<file path="config.mk">
export PLATFORM = sky130hd
export DESIGN_NAME = avg8_seq_ctrl
export DESIGN_NICKNAME = d
export VERILOG_FILES = /design/src/rtl/avg8_pkg.sv /design/src/rtl/avg8_opbank.sv /design/src/rtl/avg8_seq_ctrl.sv
export SDC_FILE = /design/constraint.sdc
export NUM_CORES = 1
export LEC_CHECK = 0
export CORE_MARGIN = 2
export CORE_UTILIZATION = 25
export DETAILED_ROUTE_END_ITERATION = 12
export DONT_BUFFER_PORTS = 1
export GPL_ROUTABILITY_DRIVEN = 1
export GPL_TIMING_DRIVEN = 0
export PLACE_DENSITY_LB_ADDON = 0.15
export SLEW_MARGIN = 20
export SYNTH_ARGS = -nofsm -noshare
export SYNTH_HDL_FRONTEND = slang
export SYNTH_SLANG_ARGS = --single-unit
</file>
<file path="constraint.sdc">
create_clock -name Clk -period 5.3 [get_ports Clk]
set_input_delay 0.53 -clock Clk [delete_from_list [all_inputs] [get_ports Clk]]
set_output_delay 0.53 -clock Clk [all_outputs]
set_load 0.02 [all_outputs]
</file>
<file path="src/rtl/avg8_pkg.sv">
// Shared types and sizing constants for the sequenced 8-input averaging unit.
package avg8_pkg;

    typedef enum logic [1:0] {
        IDLE  = 2'd0,
        ACCUM = 2'd1,
        SHIFT = 2'd2
    } state_e;

    localparam int NUM_OPS    = 8;
    localparam int NUM_SHIFTS = 3;
    localparam int ACC_W      = 32;
    localparam int IDX_W      = 3;

    // Terminal counter values that end the accumulate and shift phases
    localparam logic [IDX_W-1:0] LAST_OP_IDX    = IDX_W'(NUM_OPS - 1);
    localparam logic [IDX_W-1:0] LAST_SHIFT_IDX = IDX_W'(NUM_SHIFTS - 1);

endpackage

</file>
<file path="src/rtl/avg8_opbank.sv">
// Operand bank: eight capture registers loaded together on an accepted start,
// read back one at a time through an idx-selected 8:1 mux.
module avg8_opbank
    import avg8_pkg::*;
#(
    parameter int DATAWIDTH = 16
) (
    input  logic                 clk,
    input  logic                 rst_n,
    input  logic                 load,
    input  logic [DATAWIDTH-1:0] a,
    input  logic [DATAWIDTH-1:0] b,
    input  logic [DATAWIDTH-1:0] c,
    input  logic [DATAWIDTH-1:0] d,
    input  logic [DATAWIDTH-1:0] e,
    input  logic [DATAWIDTH-1:0] f,
    input  logic [DATAWIDTH-1:0] g,
    input  logic [DATAWIDTH-1:0] h,
    input  logic [IDX_W-1:0]     idx,
    output logic [DATAWIDTH-1:0] rd_data
);

    logic [DATAWIDTH-1:0] op_q [NUM_OPS];
    logic [DATAWIDTH-1:0] op_d [NUM_OPS];

    // Next-state of the bank: hold unless the controller accepts a new request
    always_comb begin
        op_d = op_q;
        if (load) begin
            op_d[0] = a;
            op_d[1] = b;
            op_d[2] = c;
            op_d[3] = d;
            op_d[4] = e;
            op_d[5] = f;
            op_d[6] = g;
            op_d[7] = h;
        end
    end

    // Capture registers, cleared by the asynchronous reset
    always_ff @(posedge clk or negedge rst_n) begin
        if (!rst_n) begin
            for (int i = 0; i < NUM_OPS; i++) begin
                op_q[i] <= '0;
            end
        end else begin
            op_q <= op_d;
        end
    end

    assign rd_data = op_q[idx];

endmodule

</file>
<file path="src/rtl/avg8_seq_ctrl.sv">
// Sequenced 8-input averager: one shared adder accumulates the captured
// operands over eight cycles, then one shared shifter applies three right
// shifts by the captured amount before the result is registered.
module avg8_seq_ctrl
    import avg8_pkg::*;
#(
    parameter int DATAWIDTH = 16,
    parameter int ACCWIDTH  = 32
) (
    input  logic                 Clk,
    input  logic                 Rst,
    input  logic                 start,
    input  logic [DATAWIDTH-1:0] a,
    input  logic [DATAWIDTH-1:0] b,
    input  logic [DATAWIDTH-1:0] c,
    input  logic [DATAWIDTH-1:0] d,
    input  logic [DATAWIDTH-1:0] e,
    input  logic [DATAWIDTH-1:0] f,
    input  logic [DATAWIDTH-1:0] g,
    input  logic [DATAWIDTH-1:0] h,
    input  logic [7:0]           sa,
    output logic                 busy,
    output logic                 done,
    output logic [DATAWIDTH-1:0] avg
);

    state_e               state_q, state_d;
    logic [ACCWIDTH-1:0]  acc_q,   acc_d;
    logic [IDX_W-1:0]     idx_q,   idx_d;
    logic [7:0]           sa_q,    sa_d;
    logic                 busy_q,  busy_d;
    logic                 done_q,  done_d;
    logic [DATAWIDTH-1:0] avg_q,   avg_d;

    logic                 load;
    logic [DATAWIDTH-1:0] op_rd;
    logic [ACCWIDTH-1:0]  op_ext;
    logic [ACCWIDTH-1:0]  add_sum;
    logic [ACCWIDTH-1:0]  shr_out;

    assign load = (state_q == IDLE) && start;

    avg8_opbank #(
        .DATAWIDTH (DATAWIDTH)
    ) u_opbank (
        .clk     (Clk),
        .rst_n   (Rst),
        .load    (load),
        .a       (a),
        .b       (b),
        .c       (c),
        .d       (d),
        .e       (e),
        .f       (f),
        .g       (g),
        .h       (h),
        .idx     (idx_q),
        .rd_data (op_rd)
    );

    // Shared datapath: a single adder and a single logical right shifter.
    // A shift amount of 32 or more naturally produces zero.
    always_comb begin
        op_ext  = {{(ACCWIDTH - DATAWIDTH){1'b0}}, op_rd};
        add_sum = acc_q + op_ext;
        shr_out = acc_q >> sa_q;
    end

    // Sequencer: accept in IDLE, eight accumulate steps, three shift steps
    always_comb begin
        state_d = state_q;
        acc_d   = acc_q;
        idx_d   = idx_q;
        sa_d    = sa_q;
        avg_d   = avg_q;
        done_d  = 1'b0;

        case (state_q)
            IDLE: begin
                if (start) begin
                    sa_d    = sa;
                    acc_d   = '0;
                    idx_d   = '0;
                    state_d = ACCUM;
                end
            end
            ACCUM: begin
                acc_d = add_sum;
                idx_d = idx_q + 3'd1;
                if (idx_q == LAST_OP_IDX) begin
                    idx_d   = '0;
                    state_d = SHIFT;
                end
            end
            SHIFT: begin
                acc_d = shr_out;
                idx_d = idx_q + 3'd1;
                if (idx_q == LAST_SHIFT_IDX) begin
                    idx_d   = '0;
                    avg_d   = shr_out[DATAWIDTH-1:0];
                    done_d  = 1'b1;
                    state_d = IDLE;
                end
            end
            default: begin
                state_d = IDLE;
            end
        endcase

        busy_d = (state_d != IDLE);
    end

    // Controller, accumulator and output registers
    always_ff @(posedge Clk or negedge Rst) begin
        if (!Rst) begin
            state_q <= IDLE;
            acc_q   <= '0;
            idx_q   <= '0;
            sa_q    <= '0;
            busy_q  <= 1'b0;
            done_q  <= 1'b0;
            avg_q   <= '0;
        end else begin
            state_q <= state_d;
            acc_q   <= acc_d;
            idx_q   <= idx_d;
            sa_q    <= sa_d;
            busy_q  <= busy_d;
            done_q  <= done_d;
            avg_q   <= avg_d;
        end
    end

    assign busy = busy_q;
    assign done = done_q;
    assign avg  = avg_q;

endmodule

</file>
==> impl_metrics.json, run 1 <==
{
  "status": "finished, final reports clean",
  "crit_fanout": 10,
  "min_period_ps": 4830,
  "antenna_found_initial": 23,
  "min_path_type": "input pin to flip-flop",
  "yosysTopAreaCell": "dfrtp_1",
  "rsz0062_at_grt": "no",
  "clock_skew_ps": 18.8,
  "synth_edf_count": 0,
  "p_per_area_nw_per_um2": 608,
  "insertion_delay_ps": 490,
  "syn_avg_cell_area_um2": 11.6,
  "fin_hold_ws_ps": 184,
  "min_period_over_period_pct": 91.1,
  "routed_wirelength_mm": 40.1,
  "rows": 77,
  "slew_headroom_pct": 33.0,
  "initial_utilization_pct": 25.3,
  "synth-main-ff-cell": "dfrtp_1",
  "arrival_ps": 5200,
  "clock.fmax_mhz": 207,
  "area_delta_synth_final_pct": 12.8,
  "finalSetupViolations": 0,
  "die_y_um": 215,
  "grt_pass1_vias": 8543,
  "fin_tns_setup_ps": 0,
  "async_reset_ff_share_pct": 100,
  "ant_nets": 0,
  "synth_fp_nets": 1126,
  "required_ps": 5670,
  "die_area_um2": 46300,
  "yosys_warnings": 0,
  "gp_congestion": 0.919,
  "tightest_slew_ps": 997,
  "nNetsFinal": 1148,
  "final_core_util_pct": 28.5,
  "grt_pass1_wl_mm": 59.3,
  "root_buffer": "clkbuf_16",
  "end_kind": "flip-flop",
  "numCtsBuffers": 17,
  "vias": 8297,
  "via_per_inst": 5.20,
  "finalInstanceArea_um2": 12600,
  "placed_cell_area_um2": 11900,
  "hold_viol_final": 0,
  "drcViolationCount": 0,
  "irDropWorstVdd_mv": 0.275,
  "h-tree-depth": 4,
  "core_um2": 44100,
  "clock_path_buffers": 2,
  "maxSlewViolCount": 0,
  "drv_cap": 0,
  "overflow": 0,
  "drtIter0Drc": 431,
  "leakagePower_nw": 4.92,
  "nFillCells": 4719,
  "cts_sinks": 191,
  "syn-cell-area_um2": 11100,
  "io_pins": 157,
  "dpl.hpwl_mm": 30.5,
  "drive_gt1_share_pct": 27.5,
  "die_x_um": 215,
  "firstDrtPassIters": 5,
  "setup.worst_path.class": "flip-flop to flip-flop",
  "cts_tree": "built",
  "startpoint_type": "flip-flop",
  "io_buffers": 0,
  "synth_area_leaders": "dfrtp_1, mux2_2, mux4_2",
  "clkTransAtPathRegs_ps": 90,
  "synth_seq_cells": 191,
  "grt_max_degree": 192,
  "yosysSeqAreaShare_pct": 42.9,
  "track_usage_pct": 17.7,
  "yosysTopAreaCellShare_pct": 42.9,
  "synth_cell_type_count": 75,
  "syn_inst": 961,
  "total_power_w": 0.00765,
  "avgRoutedWirePerCell_um": 25.1
}
## metal layers
metal | GRT usage (%) | wire length, um
met5 | 0 | 193
met4 | 6.34 | 1030
met3 | 5.96 | 2830
met2 | 28.4 | 18800
met1 | 22.1 | 17200
## what timing repair did
action | in CTS | in global routing
gates resized for setup | 0 | 0
buffers inserted | 0 | 0
hold buffers | 1 | 1
hold endpoints to repair | 191 | 59
## cell usage after synthesis, types with 9 or more instances
cell type    n
a21oi_1     33
a22oi_1      9
clkbuf_1    40
dfrtp_1    191
ha_1        25
inv_1       16
mux2_2     163
mux2i_1     24
mux4_2      50
nand2_1     88
nand3_1     22
nor2_1      43
nor3_1      16
o211ai_1    19
o21ai_0     28
o21ai_1     16
o311ai_1     9
o31ai_1      9
## path summary, 6_finish.rpt
kind / start / to / slack (ps) / cells after the start
max in group asynchronous: Rst / u_opbank.op_q[91] / 3640 / 3
worst max-delay path: idx_q[1] / acc_q[22] / 470 / 13
worst min register to register: u_opbank.op_q[86] / u_opbank.op_q[86] / 500 / 1
worst max register to register: idx_q[1] / acc_q[22] / 470 / 13
worst min-delay path: c[0] / u_opbank.op_q[80] / 180 / 1
min in group asynchronous: Rst / avg[12] / 610 / 2
## worst max-delay path, cell delays in order, from the launching register on
cell and delay, ps:
dfrtp_1 390, clkbuf_1 350, clkbuf_1 720, mux4_2 470
mux2_2 310, ha_1 210, fa_1 400, a21o_1 190
a311o_2 410, o21ai_1 210, o21ai_2 160, o21ai_1 570
o211ai_1 190, o311ai_1 120
## registers in the layout, summed over array words and instances (netlist names)
signal         cells
u_opbank.op_q    128
acc_q             32
avg               16
sa_q               8
idx_q              3
state_q            2
busy               1
done               1
## where the power goes
group	switching, W	total, W	internal [W]
combinational	0.00214	0.00387	0.00173
clock	0.000680	0.00135	0.000671
sequential	0.000377	0.00242	0.00204
## cells by family after synthesis
kind of cell | Yosys count | synth area share (%)
AOI/OAI and AO/OA | 197 | 12.3
buffers and inverters | 81 | 3.03
muxes | 239 | 28.9
and+or+nand+nor | 214 | 8.89
xor gates and xnor gates | 13 | 1.02
adders and majority gates | 26 | 2.99
DFF | 191 | 42.9
## cell type report
cell class / count / area [um^2] / area share, %
Multi-Input combinational cell: 689 / 6030 / 48.0
Sequential cell: 191 / 4780 / 38.0
Tap cell: 592 / 741 / 5.89
Clock buffer: 17 / 425 / 3.38
Buffer: 63 / 270 / 2.15
Clock inverter: 15 / 173 / 1.37
Inverter: 18 / 67.6 / 0.537
Timing Repair Buffer: 3 / 65.1 / 0.518
Antenna cell: 8 / 20.0 / 0.159
## cell usage in the layout (no fill, tap or decap), drive strengths merged, types with 4 or more instances in the layout
master	n
dfrtp	191
mux2	165
nand2	88
clkbuf	58
mux4	50
o21ai	46
nor2	44
a21oi	34
ha	25
mux2i	24
buf	24
inv	23
nand3	22
o211ai	19
nor3	16
o311ai	13
a22oi	9
o31ai	9
clkinv	9
diode	8
xnor2	7
nand4	6
a21o	6
a211oi	6
and3	6
a22o	6
xor2	6
a31oi	5
nor2b	5
or2	5
a221oi	4
or3	4
a221o	4
nand2b	4
## through the flow
stage / instances / worst slack (ps)
3_5_place_dp: 1553 / 445
6_report: 1596 / 474
5_1_grt: 1590 / 195
4_1_cts: 1586 / 415
2_1_floorplan: 961 / 1460
3_3_place_gp: 1553 / 475
Note: power is estimated with default switching activity, not from simulation.
==> inputs of run 2 (changes only) <==
Settings changed: CTS_CLUSTER_SIZE from default to 40, SYNTH_HIERARCHICAL from default to 1.
==> run 2 against run 1 <==
Compared with the run above: wire length fell by 3.0%; register-to-register slack gained 370 ps; setup slack gained 370 ps; global-route usage decreased by 0.68 points; final cell count down 2.4%; count of clock-buffer cells in the layout up 2; non-clock buffer count increased by 2; clock skew fell by 3.8 ps; synthesized cell count shrank 5.0%; clock power barely moved; sequential power hardly changed; largest cell class unchanged.
==> impl_metrics.json, run 2 <==
{
  "die_y_um": 217,
  "cts_tree": "built",
  "dr_wl_met3_mm": 2.97,
  "status": "finished, final reports clean",
  "critPathMaxStageDelay_ps": 560,
  "layout_common_cells": "dfrtp_1, mux2_2, nand2_1",
  "drive_gt1_share_pct": 27.6,
  "slowest_stage": "buf_1",
  "slew_headroom_pct": 43.8,
  "die_area_um2": 47000,
  "drv_cap": 0,
  "syn-cell-area_um2": 11300,
  "synth_area_leaders": "dfrtp_1, mux2_2, mux4_1",
  "highest_layer": "met5",
  "core_um2": 45100,
  "grt_max_degree": 192,
  "root_buffer": "clkbuf_16",
  "nNetsFinal": 1100,
  "syn_inst": 913,
  "dpl.hpwl_mm": 29.2,
  "yosysTopAreaCellShare_pct": 42.2,
  "synth_seq_cells": 191,
  "h-tree-depth": 4,
  "syn_avg_cell_area_um2": 12.4,
  "startpoint_type": "flip-flop",
  "rows": 78,
  "layout_commonest_cell": "dfrtp_1",
  "numCtsBuffers": 17,
  "wl_met2_mm": 18.3,
  "min_path_type": "input pin to flip-flop",
  "synth_cell_type_count": 76,
  "min_period_ps": 4460,
  "overflow": 0,
  "drtIter0Drc": 613,
  "initial_utilization_pct": 25.1,
  "rsz0062_at_grt": "no",
  "grt_pass1_wl_mm": 57.8,
  "grt_pass1_vias": 8403,
  "finalSetupViolations": 0,
  "path_cells": "buf_1 > mux4_1 > mux2_2 > ha_1 > fa_1 > a21o_1 > a31oi_2 > o211ai_2 > a41o_1 > and3_4 > buf_6 > a32o_1 > a31o_1",
  "required_ps": 5670,
  "io_buffers": 0,
  "min_period_over_period_pct": 84.1,
  "firstDrtPassIters": 6,
  "synth_most_common_cell": "dfrtp_1",
  "gp_congestion": 0.878,
  "p_per_area_nw_per_um2": 580,
  "drcViolationCount": 0,
  "clock.fmax_mhz": 224,
  "fin_tns_setup_ps": 0,
  "area_delta_synth_final_pct": 12.6,
  "clkTransAtPathRegs_ps": 70,
  "io_pins": 157,
  "largest_register_ffs": 128,
  "yosysSeqAreaShare_pct": 42.2,
  "insertion_delay_ps": 490,
  "ant_nets": 0,
  "cts_sinks": 191,
  "synth-main-ff-cell": "dfrtp_1",
  "finalInstanceArea_um2": 12800,
  "netlist_top_cells_count": "dfrtp_1, mux2_2, nand2_1, mux4_1, nor2_1",
  "tightest_slew_ps": 836,
  "arrival_ps": 4830,
  "leakagePower_nw": 5.15,
  "die_x_um": 217,
  "via_per_inst": 5.17,
  "synth_fp_nets": 1078,
  "antenna_found_initial": 21,
  "hold_viol_final": 0,
  "routed_wirelength_mm": 38.9,
  "end_kind": "flip-flop",
  "clock_skew_ps": 15.0,
  "yosys_warnings": 6,
  "critical_path.top_delay_family": "compound AO/OA/AOI/OAI gates",
  "wl_met1_mm": 16.7,
  "cp.buffers_inverters": 2,
  "track_usage_pct": 17.0,
  "crit_fanout": 10,
  "placed_cell_area_um2": 12100,
  "total_power_w": 0.00740,
  "vias": 8048,
  "setup.worst_path.class": "flip-flop to flip-flop",
  "async_reset_ff_share_pct": 100,
  "irDropWorstVdd_mv": 0.262,
  "synth_edf_count": 0,
  "top_register": "u_opbank/op_q",
  "maxSlewViolCount": 0,
  "yosysTopAreaCell": "dfrtp_1",
  "clock_path_buffers": 2,
  "avgRoutedWirePerCell_um": 25.0
}
-- run 2: area by class of cell --
class                      instances  area (um^2)
inverter                          16         60.1
clock buffer                      19          433
tap                              600          751
multi-input combinational        641         6120
fill                            4708        32300
sequential                       191         4780
buffer                            65          380
antenna                            9         22.5
timing repair buffer               3         65.1
clock inverter                    13          144
-- run 2: final timing paths --
kind                                         start            endpoint  slack, ps  depth (start not counted)
worst max-delay path                      idx_q[2]           acc_q[20]        840                         13
worst min-delay path                         sa[4]             sa_q[4]        180                          2
worst max register to register            idx_q[2]           acc_q[20]        840                         13
worst min register to register  u_opbank/op_q[100]  u_opbank/op_q[100]        500                          1
max in group asynchronous                      Rst   u_opbank/op_q[57]       3730                          3
min in group asynchronous                      Rst             avg[15]        680                          2
-- run 2: logic make-up (layout without fill, tap and decap cells) --
kind of cell	after synthesis	count (layout)	share of synthesized area (%)
XOR/XNOR	12	12	0.928
buffers and inverters	81	116	3.89
AO/OA/AOI/OAI	186	186	11.6
other	0	9	0
multiplexers	244	244	31.2
adder cells (fa/ha/maj)	26	26	2.94
flip-flops	191	191	42.2
AND/OR/NAND/NOR	173	173	7.23
-- run 2: worst register-to-register path: cells and delay by family (launching register included) --
kind,cells,cell delay [ps]
AOI/OAI and AO/OA,6,1470
muxes,2,800
buffers and inverters,2,700
adders and majority gates,2,650
DFF,1,520
and+or+nand+nor,1,220
-- run 2: power by group --
part	total [W]	internal, W	switching [W]	leakage (nW)
Combinational	0.00366	0.00170	0.00196	2.53
Clock	0.00133	0.000666	0.000662	0.278
Sequential	0.00241	0.00204	0.000367	2.35
-- run 2: per-layer routing --
layer  vias up  track usage, %
met5         -               0
met4        24            4.77
met3        56            6.58
met2       241            27.3
met1      4116            21.2
li1       3611               -
-- run 2: per-stage QoR --
stage                     hold WS, ps  std cells  utilization [%]  setup slack, ps
after floorplan                   234        913                -             1570
after global placement            240       1513             26.8              735
after detailed placement          241       1513             26.8              758
after CTS                         132       1546             28.2              732
after global routing              149       1551             28.3              662
final                             175       1557             28.3              844
-- run 2: timing repair --
| item | CTS | global route |
|---|---|---|
| hold buffers | 1 | 1 |
| buffers inserted | 0 | 0 |
| resized for setup | 0 | 0 |
| hold endpoints to repair | 191 | 13 |
